### src/rtl/inst_queue.sv
// Instruction buffer between fetch and decode: a circular FIFO whose head drives the decoder
// directly. A backend flush discards every entry, including any push in the same cycle.
module inst_queue #(
  parameter int unsigned Depth = 8,
  localparam int unsigned PtrW = $clog2(Depth)
) (
  input  logic            clk_i,
  input  logic            rst_ni,
  input  logic            flush_i,
  input  logic            in_valid_i,
  output logic            in_ready_o,
  input  logic [31:0]     in_pc_i,
  input  logic [31:0]     in_inst_i,
  input  logic            in_pred_taken_i,
  input  logic [31:0]     in_pred_target_i,
  input  logic            in_fetch_excp_i,
  output logic            out_valid_o,
  input  logic            out_ready_i,
  output logic [31:0]     out_pc_o,
  output logic [31:0]     out_inst_o,
  output logic            out_pred_taken_o,
  output logic [31:0]     out_pred_target_o,
  output logic            out_fetch_excp_o,
  output logic [PtrW:0]   count_o
);

  localparam logic [PtrW:0]   DepthCnt = (PtrW + 1)'(Depth);
  localparam logic [PtrW-1:0] PtrOne   = {{(PtrW - 1){1'b0}}, 1'b1};
  localparam logic [PtrW:0]   CntOne   = {{PtrW{1'b0}}, 1'b1};

  logic [PtrW-1:0] wr_ptr_q, wr_ptr_d;
  logic [PtrW-1:0] rd_ptr_q, rd_ptr_d;
  logic [PtrW:0]   count_q, count_d;

  // Payload storage carries no reset; validity is tracked solely by count_q.
  logic [31:0] pc_mem     [Depth];
  logic [31:0] inst_mem   [Depth];
  logic [31:0] target_mem [Depth];
  logic        taken_mem  [Depth];
  logic        excp_mem   [Depth];

  logic push, pop;

  assign in_ready_o  = (count_q != DepthCnt);
  assign out_valid_o = (count_q != '0);
  assign count_o     = count_q;

  assign push = in_valid_i & in_ready_o & ~flush_i;
  assign pop  = out_valid_o & out_ready_i & ~flush_i;

  always_comb begin
    wr_ptr_d = wr_ptr_q;
    rd_ptr_d = rd_ptr_q;
    count_d  = count_q;
    if (flush_i) begin
      wr_ptr_d = '0;
      rd_ptr_d = '0;
      count_d  = '0;
    end else begin
      if (push) wr_ptr_d = wr_ptr_q + PtrOne;
      if (pop)  rd_ptr_d = rd_ptr_q + PtrOne;
      unique case ({push, pop})
        2'b10:   count_d = count_q + CntOne;
        2'b01:   count_d = count_q - CntOne;
        default: count_d = count_q;
      endcase
    end
  end

  always_ff @(posedge clk_i or negedge rst_ni) begin
    if (!rst_ni) begin
      wr_ptr_q <= '0;
      rd_ptr_q <= '0;
      count_q  <= '0;
    end else begin
      wr_ptr_q <= wr_ptr_d;
      rd_ptr_q <= rd_ptr_d;
      count_q  <= count_d;
    end
  end

  always_ff @(posedge clk_i) begin
    if (push) begin
      pc_mem[wr_ptr_q]     <= in_pc_i;
      inst_mem[wr_ptr_q]   <= in_inst_i;
      target_mem[wr_ptr_q] <= in_pred_target_i;
      taken_mem[wr_ptr_q]  <= in_pred_taken_i;
      excp_mem[wr_ptr_q]   <= in_fetch_excp_i;
    end
  end

  always_comb begin
    out_pc_o          = '0;
    out_inst_o        = '0;
    out_pred_target_o = '0;
    out_pred_taken_o  = 1'b0;
    out_fetch_excp_o  = 1'b0;
    if (out_valid_o) begin
      out_pc_o          = pc_mem[rd_ptr_q];
      out_inst_o        = inst_mem[rd_ptr_q];
      out_pred_target_o = target_mem[rd_ptr_q];
      out_pred_taken_o  = taken_mem[rd_ptr_q];
      out_fetch_excp_o  = excp_mem[rd_ptr_q];
    end
  end

`ifndef SYNTHESIS
  a_count_bound: assert property (@(posedge clk_i) disable iff (!rst_ni) count_q <= DepthCnt);
  a_valid_count: assert property (@(posedge clk_i) disable iff (!rst_ni)
                                  out_valid_o == (count_q != '0));
  a_no_push_full: assert property (@(posedge clk_i) disable iff (!rst_ni)
                                   !(push && count_q == DepthCnt));
`endif

endmodule

### config.mk
export PLATFORM = sky130hd
export DESIGN_NAME = inst_queue
export DESIGN_NICKNAME = d
export VERILOG_FILES = /design/src/rtl/inst_queue.sv
export SDC_FILE = /design/constraint.sdc
export NUM_CORES = 1
export LEC_CHECK = 0
export ABC_CLOCK_PERIOD_IN_PS = 20200
export BUFFER_PORTS_ARGS = -buffer_cell sky130_fd_sc_hd__clkbuf_2
export CAP_MARGIN = 15
export CORE_ASPECT_RATIO = 1.4
export CORE_MARGIN = 1.5
export CORE_UTILIZATION = 35
export CTS_CLUSTER_DIAMETER = 200
export DETAILED_ROUTE_END_ITERATION = 16
export PLACE_DENSITY_LB_ADDON = 0.3
export SYNTH_ARGS = -nofsm -noshare
export SYNTH_HDL_FRONTEND = slang
export SYNTH_SLANG_ARGS = --single-unit
export TNS_END_PERCENT = 30
### constraint.sdc
create_clock -name clk_i -period 20.2 [get_ports clk_i]
set_input_delay 6.06 -clock clk_i [delete_from_list [all_inputs] [get_ports clk_i]]
set_output_delay 6.06 -clock clk_i [all_outputs]
set_load 0.01 [all_outputs]
## Yosys cells after proc, flatten, opt, wreduce, memory -nomap -nowiden

Memory sizes are Yosys's and may differ from the RTL's.
Cells that the tools add are included.

| cells by class | value |
|---|---|
| add/sub/neg operators | 4 |
| equality and inequality tests | 3 |
| muxes and demuxes | 13 |
| bitwise logic cells | 5 |
| reductions and logical operators | 4 |

Operator list:

| operator | count |
|---|---|
| $mux 32 | 3 |
| $mux 3 | 4 |
| $pmux 4 s2 | 1 |
| $add 3x1->3 const B | 2 |
| $add 4x1->4 const B | 1 |
| $and 1x1->1 | 4 |
| $mux 1 | 4 |
| $mux 4 | 1 |
| $ne 4x4->1 const B | 1 |
| $reduce_bool 2->1 | 2 |
| $reduce_bool 4->1 | 1 |
| $sub 4x1->4 const B | 1 |
| $reduce_bool 3->1 | 1 |
| $eq 2x1->1 const B | 1 |
| $eq 2x2->1 const B | 1 |
| $not 1->1 | 1 |

| word-level totals | value |
|---|---|
| register bits after elaboration | 10 |
| memory bits (writable) | 784 |
| input port bits | 103 |
| logic and storage cells | 37 |
| memories | 5 |

Memory list:

| memory | depth | width | rd ports | clocked after Yosys merged registers in | wr ports | RTL line | RTL |
|---|---|---|---|---|---|---|---|
| inst_mem | 8 | 32 | 1 | 0 | 1 | 37 | `logic [31:0] inst_mem [Depth];` |
| pc_mem | 8 | 32 | 1 | 0 | 1 | 36 | `logic [31:0] pc_mem [Depth];` |
| target_mem | 8 | 32 | 1 | 0 | 1 | 38 | `logic [31:0] target_mem [Depth];` |
| excp_mem | 8 | 1 | 1 | 0 | 1 | 40 | `logic excp_mem [Depth];` |
| taken_mem | 8 | 1 | 1 | 0 | 1 | 39 | `logic taken_mem [Depth];` |

## Logic depth before layout (Yosys ltp)

Gate-level depths: netlist (run 1).

| logic depth | value |
|---|---|
| depth in word-level cells | 6 |
| mapped depth | 10 |
| depth with buffers taken out | 9 |

## Least setup slack after synthesis (run 1)

Ideal clock, no wire load.

| path | value |
|---|---|
| kind | input-to-reg |
| start | input port flush_i |
| end | memory excp_mem[6] (enable) |
| arrival | 15781 ps |
| required time | 19405 ps |
| setup slack | 3624 ps |
| cell stages on the path | 3 |
| buffers on the path | 2 |
| cells stage by stage | clkbuf_1 -> clkbuf_1 -> nor4_1 |

| on the way | value |
|---|---|
| word-level cells in the longest chain between the ends | 4 |

RTL lines:

| item | RTL line | RTL |
|---|---|---|
| from (decl) | 9 | `input logic flush_i,` |
| $not 1->1 | 48 | `assign push = in_valid_i & in_ready_o & ~flush_i;` |
| $and 1x1->1 | 48 |  |
| $mux 1 | 83 | `if (push) begin` |
| $mux 1 (implied by the code) | 88 | `excp_mem[wr_ptr_q] <= in_fetch_excp_i;` |
| to (decl) | 40 |  |

Every way passes these cells.

## Worst setup path after layout (run 1)

| path | value |
|---|---|
| start | register rd_ptr_q[1] |
| end | output port out_pred_target_o[31] |

| on the way | value |
|---|---|
| word-level cells in the longest chain between the ends | 2 |

RTL lines:

| item | RTL line | RTL |
|---|---|---|
| from (decl) | 32 | `logic [PtrW-1:0] rd_ptr_q, rd_ptr_d;` |
| from (signal assigned) | 77 | `rd_ptr_q <= rd_ptr_d;` |
| $mem_v2 8x32 | - |  |
| $mux 32 | 98 | `if (out_valid_o) begin` |
| to (decl) | 22 | `output logic [31:0] out_pred_target_o,` |

Every way passes these cells.

==> results of run 1 <==
## worst register-to-register path, stage by stage, from the launching register on
cell and delay, ns:
dfrtp_1 0.59, or4b_4 0.23, nand2_1 0.12, nor3_1 0.29
and3b_4 0.93, buf_4 0.92
## routing by layer
layer	share of wire (%)	up-vias	global-route usage (%)
li1	-	6030	-
met4	1.8	12	4.62
met5	0.13	-	0
met3	5.1	82	3.46
met2	50	280	25.4
met1	43	7362	20.0
## power by group
part / switching, mW / internal [mW]
Sequential: 0.0482 / 1.86
Clock: 0.610 / 0.819
Combinational: 0.555 / 0.444
Total: 1.21 / 3.12
## synthesized netlist by cell type, drive strengths merged
library cell	instances	area, µm²
inv	2	7.50
xnor2	4	53.8
nor4	2	27.5
maj3	1	10.0
xor2	4	35.0
ha	4	50.1
nor2	110	413
and3	1	6.26
a22oi	1	7.51
o21ai	2	10.0
and2	2	15.0
a21oi	4	20.0
mux2i	99	991
mux2	2	22.5
mux4	196	4410
clkbuf	36	135
nor3b	4	30.0
nand3	5	25.0
dfrtp	10	250
nor4b	1	8.76
a31oi	1	6.26
and3b	2	17.5
nand2	8	32.5
o31ai	1	12.5
nor3	5	25.0
o211ai	1	7.51
buf	35	175
a311o	1	10.0
edfxtp	784	23500
or4b	1	13.8
## sequential cells by signal (all words and copies together) (netlist names)
name        count
inst_mem      256
pc_mem        256
target_mem    256
excp_mem        8
taken_mem       8
count_o         4
rd_ptr_q        3
wr_ptr_q        3
## placed cells by master, fill, tap and decap left out, drive strengths merged, types with 3 or more instances in the layout
| cell type | n |
|---|---|
| diode | 3 |
| nand2 | 8 |
| nor3 | 5 |
| buf | 25 |
| clkinv | 30 |
| mux4 | 196 |
| nor2 | 110 |
| nor3b | 4 |
| a21oi | 4 |
| xnor2 | 4 |
| edfxtp | 784 |
| nand3 | 5 |
| ha | 4 |
| dfrtp | 10 |
| bufinv | 9 |
| mux2i | 99 |
| clkbuf | 299 |
| xor2 | 4 |
| inv | 8 |
## layout make-up
class / instances / area (µm²)
clock inverters: 47 / 539
repair buffers: 231 / 1230
multi-input cells: 462 / 6310
well taps: 1096 / 1370
diodes: 3 / 7.51
fillers: 7562 / 50600
inverters: 2 / 7.51
flip-flops and latches: 794 / 23800
clock buffers: 93 / 1970
## path summary, 6_finish.rpt
path                                    endpoint         from  slack [ns]  cells past startpoint
hold reg to reg                      wr_ptr_q[0]  wr_ptr_q[0]        0.65                      2
max in group asynchronous            rd_ptr_q[1]       rst_ni       14.57                      1
hold / removal                       wr_ptr_q[0]  wr_ptr_q[0]        0.65                      2
min in group asynchronous            rd_ptr_q[2]       rst_ni        5.33                      1
setup / recovery           out_pred_target_o[31]  rd_ptr_q[1]       10.38                      5
setup reg to reg                  inst_mem[4][7]   count_o[1]       16.68                      5
## cells by family (layout without fill, tap and decap cells)
family / Yosys count / in the layout / share of synthesized area, %
xor gates and xnor gates: 8 / 8 / 0.292
adders and majority gates: 5 / 5 / 0.198
AOI/OAI and AO/OA: 11 / 11 / 0.243
other: 0 / 3 / 0
and+or+nand+nor: 141 / 141 / 2.02
muxes: 297 / 297 / 17.9
buffers and inverters: 73 / 373 / 1.05
DFF: 794 / 794 / 78.3
## per-stage QoR
step	worst slack [ns]	cells
5_1_grt	10.10	2727
4_1_cts	10.21	2725
6_report	10.38	2728
3_3_place_gp	10.91	2585
2_1_floorplan	3.62	1329
3_5_place_dp	10.92	2585
==> qor.csv, run 1 <==
metric,value,unit
crit_type,flip-flop to output port,
period_needed,9.82,ns
ys_warn_count,0,
power_leakage,11.0,nW
worstSetupEndpointType,output port,
critPathArrivalTime,3.76,ns
clock_latency,0.63,ns
crit_path_start_kind,flip-flop,
pin_count,207,
grt_pass1_vias,14910,
cpPeakStageDelay,0.99,ns
antenna_left,0,
cts_buffers,76,
grt_usage,15.3,%
maxCapViolations,0,
clk_path_buf_depth,3,
rsz0062_at_grt,false,
cts_root_buf,clkbuf_16,
syn_inst,1329,
synth-seq-area-share,78.3,%
grt_max_degree,117,
worstPathRequired,14.14,ns
fin_crit_sh,48.6,%
path_buf_inv,2,
vias,13766,
cts_hold_buf,0,
post_drt_wl_per_cell,24.6,µm
antenna_found_initial,8,
die_w,252,µm
port_buffers,206,
die_area,0.0886,mm²
irDropWorstVdd,0.110,mV
cp_top_family,buffers and inverters,
fin_area,0.0352,mm²
crit_fanout,76,
tightest_slew,1.19,ns
initial_core_util,35.4,%
yosys.cell_types.count,37,
area_growth,16.0,%
first_pass_iters,5,
netlist_area,0.0304,mm²
clk_pin_slew_worst_paths,0.06,ns
ctsHtreeMaxLevel,3,
syn-num-nets,1436,
clock_skew,0.0139,ns
cts.sinks,794,
setup_tns,0,ns
rows,127,
hold_viol_final,0,
min_path_type,flip-flop to flip-flop,
dp_hpwl,35.8,mm
gr-total-overflow,0,
grt_pass1_wl,99.0,mm
avgSynthCellArea,22.9,µm²
die-height,352,µm
placed_cell_area,0.0327,mm²
routabilityCongestion,0.689,
final_util,41.1,%
nNetsFinal,1674,
power_density,123,mW/mm²
cts_setup_buffers,0,
drc,0,
slew_headroom,20.8,%
status,"finished, final reports clean",
core_area,0.0858,mm²
hold_slack,0.653,ns
power,4.34,mW
slew_violations,0,
drive_gt1_share,34.0,%
cts_tree,built,
cp_slowest_cell,buf_4,
ys_seq_elements,794,
drtIter0Drc,866,
cts_resized,0,
setup_viol,0,
cp_cell_sequence,"buf_4, mux4_2, mux2i_1, nor2_1, clkbuf_2",
wl,67.0,mm
vias_per_cell,5.05,
max_freq,0.102,GHz
(Power assumes the default switching activity.)
==> run 2: changes to the inputs <==
--- a/config.mk
+++ b/config.mk
@@ -5,7 +5,7 @@
 export SDC_FILE = /design/constraint.sdc
 export NUM_CORES = 1
 export LEC_CHECK = 0
-export ABC_CLOCK_PERIOD_IN_PS = 20200
+export ABC_CLOCK_PERIOD_IN_PS = 9350
 export BUFFER_PORTS_ARGS = -buffer_cell sky130_fd_sc_hd__clkbuf_2
 export CAP_MARGIN = 15
 export CORE_ASPECT_RATIO = 1.4
==> constraint.sdc (replaced) <==
create_clock -name clk_i -period 9.35 [get_ports clk_i]
set_input_delay 2.805 -clock clk_i [delete_from_list [all_inputs] [get_ports clk_i]]
set_output_delay 2.805 -clock clk_i [all_outputs]
set_load 0.01 [all_outputs]
==> run 2 against run 1 <==
Net effect:
- sequential share of layout area fell by 0.072 points
- count of clock-buffer cells in the layout did not move
- total power rose by 120%
- core utilization barely moved
- critical endpoint is now out_pc_o[26]
- largest cell class unchanged
==> qor.csv, run 2 (same netlist as run 1, synthesis figures left out) <==
metric,value,unit,change
post_drt_wl_per_cell,24.4,µm,was 24.6 µm
cts_hold_buf,0,,unchanged
status,"finished, final reports clean",,unchanged
tightest_slew,1.18,ns,was 1.19 ns
grt_pass1_vias,14965,,was 14910
vias,13920,,was 13766
cts.sinks,794,,unchanged
slew_headroom,21.6,%,was 20.8%
fin_crit_sh,67.9,%,
place_ws,3.65,ns,was 10.92 ns
core_area,0.0858,mm²,unchanged
first_pass_iters,5,,unchanged
port_buffers,206,,unchanged
placed_cells_incl_taps,2585,,unchanged
worstSetupEndpointType,output port,,unchanged
clock_skew,0.0242,ns,was 0.0139 ns
hold_viol_final,0,,unchanged
initial_core_util,35.4,%,unchanged
die_w,252,µm,unchanged
gr-total-overflow,0,,unchanged
die_area,0.0886,mm²,unchanged
maxCapViolations,0,,unchanged
cp_top_family,multiplexers,,was buffers and inverters
layout.cells.most_common,edfxtp_1,,unchanged
worstPathRequired,6.55,ns,was 14.14 ns
rsz0062_at_grt,false,,unchanged
drtIter0Drc,784,,was 866
power_leakage,11.0,nW,about the same
antenna_left,0,,unchanged
grt_pass1_wl,98.5,mm,was 99.0 mm
drive_gt1_share,34.4,%,was 34.0%
hold_slack,0.687,ns,was 0.653 ns
final_cell_mix,"edfxtp_1 (784), clkbuf_2 (206), mux4_2 (196)",,unchanged
cts_buffers,80,,was 76
vias_per_cell,5.10,,was 5.05
wl,66.5,mm,was 67.0 mm
setup_viol,0,,unchanged
cpPeakStageDelay,0.81,ns,was 0.99 ns
routabilityCongestion,0.693,,was 0.689
drc,0,,unchanged
power_density,265,mW/mm²,was 123 mW/mm²
cts_setup_buffers,0,,unchanged
cts_resized,0,,unchanged
ctsHtreeMaxLevel,3,,unchanged
pin_count,207,,unchanged
setup_ws,3.01,ns,was 10.38 ns
clk_path_buf_depth,3,,unchanged
grt_max_degree,103,,was 117
clock_latency,0.64,ns,was 0.63 ns
slew_violations,0,,unchanged
final_cells,2731,,was 2728
cts_root_buf,clkbuf_16,,unchanged
area_growth,16.1,%,was 16.0%
crit_fanout,102,,was 76
dp_hpwl,34.9,mm,was 35.8 mm
die-height,352,µm,unchanged
fillers,7577,,was 7562
path_buf_inv,2,,unchanged
cp_slowest_cell,dfrtp_4,,was buf_4
power,9.35,mW,was 4.34 mW
cp_cell_sequence,"buf_12, mux4_2, mux2i_1, nor2_1, clkbuf_2",,"was buf_4, mux4_2, mux2i_1, nor2_1, clkbuf_2"
r2r_slack,6.02,ns,was 16.68 ns
final_util,41.1,%,about the same
clk_pin_slew_worst_paths,0.06,ns,about the same
grt_usage,15.2,%,was 15.3%
antenna_found_initial,5,,was 8
cts_tree,built,,unchanged
period_needed,6.34,ns,
top_regs,"inst_mem: 256 flops, pc_mem: 256 flops, target_mem: 256 flops",,unchanged
crit_path_start_kind,flip-flop,,unchanged
nNetsFinal,1678,,was 1674
rows,127,,unchanged
crit_type,flip-flop to output port,,unchanged
critPathArrivalTime,3.54,ns,was 3.76 ns
max_freq,0.158,GHz,
irDropWorstVdd,0.272,mV,was 0.110 mV
min_path_type,flip-flop to flip-flop,,unchanged
## run 2: cell types whose count changed in the layout (fill, tap and decap cells not counted), moves of 2 or more
cell       change
buf_12         +3
buf_4          -3
bufinv_16      -4
clkbuf_1       -4
clkbuf_16      +4
clkinv_2       +5
inv_16         -2
inv_6          +3
## run 2: layer usage
layer  wire (µm)  track usage [%]
met5          61                0
met4        1440             4.78
met3        3270             3.30
met2       34600             26.6
met1       27200             18.8
## run 2: report_power, final
group | internal, mW | switching (mW) | leakage, nW
logic | 0.967 | 1.20 | 2.61
registers | 4.02 | 0.0961 | 7.21
clock network | 1.72 | 1.34 | 1.22
total | 6.71 | 2.64 | 11.0
## run 2: worst paths after layout
kind / from / endpoint / cells past startpoint
max in group asynchronous: rst_ni / rd_ptr_q[1] / 1
worst min register to register: wr_ptr_q[0] / wr_ptr_q[0] / 2
worst min-delay path: wr_ptr_q[0] / wr_ptr_q[0] / 2
worst max-delay path: rd_ptr_q[0] / out_pc_o[26] / 5
min in group asynchronous: rst_ni / rd_ptr_q[2] / 1
worst max register to register: count_o[1] / target_mem[2][2] / 5
## run 2: worst min-delay path: cells and delay by family, from the launching register on
| family | cells | cell delay [ns] |
|---|---|---|
| xor gates and xnor gates | 1 | 0.11 |
| DFF | 1 | 0.47 |
| and+or+nand+nor | 1 | 0.07 |
## run 2: cell type report
type                    count  area, µm²  area share [%]
flip-flops and latches    794      23800            67.5
multi-input cells         462       6320            17.9
clock buffers              93       2050            5.81
well taps                1096       1370            3.89
repair buffers            231       1270            3.60
clock inverters            51        442            1.25
inverters                   2       7.51          0.0213
diodes                      2       5.00          0.0142
## run 2: stage by stage
| stage | TNS (ns) | cell area [µm²] |
|---|---|---|
| finish | 0 | 35300 |
| global route | 0 | 35300 |
| CTS | 0 | 35300 |
| detailed placement | 0 | 32800 |
| global placement | 0 | 32800 |
| floorplan | -451.27 | 30400 |
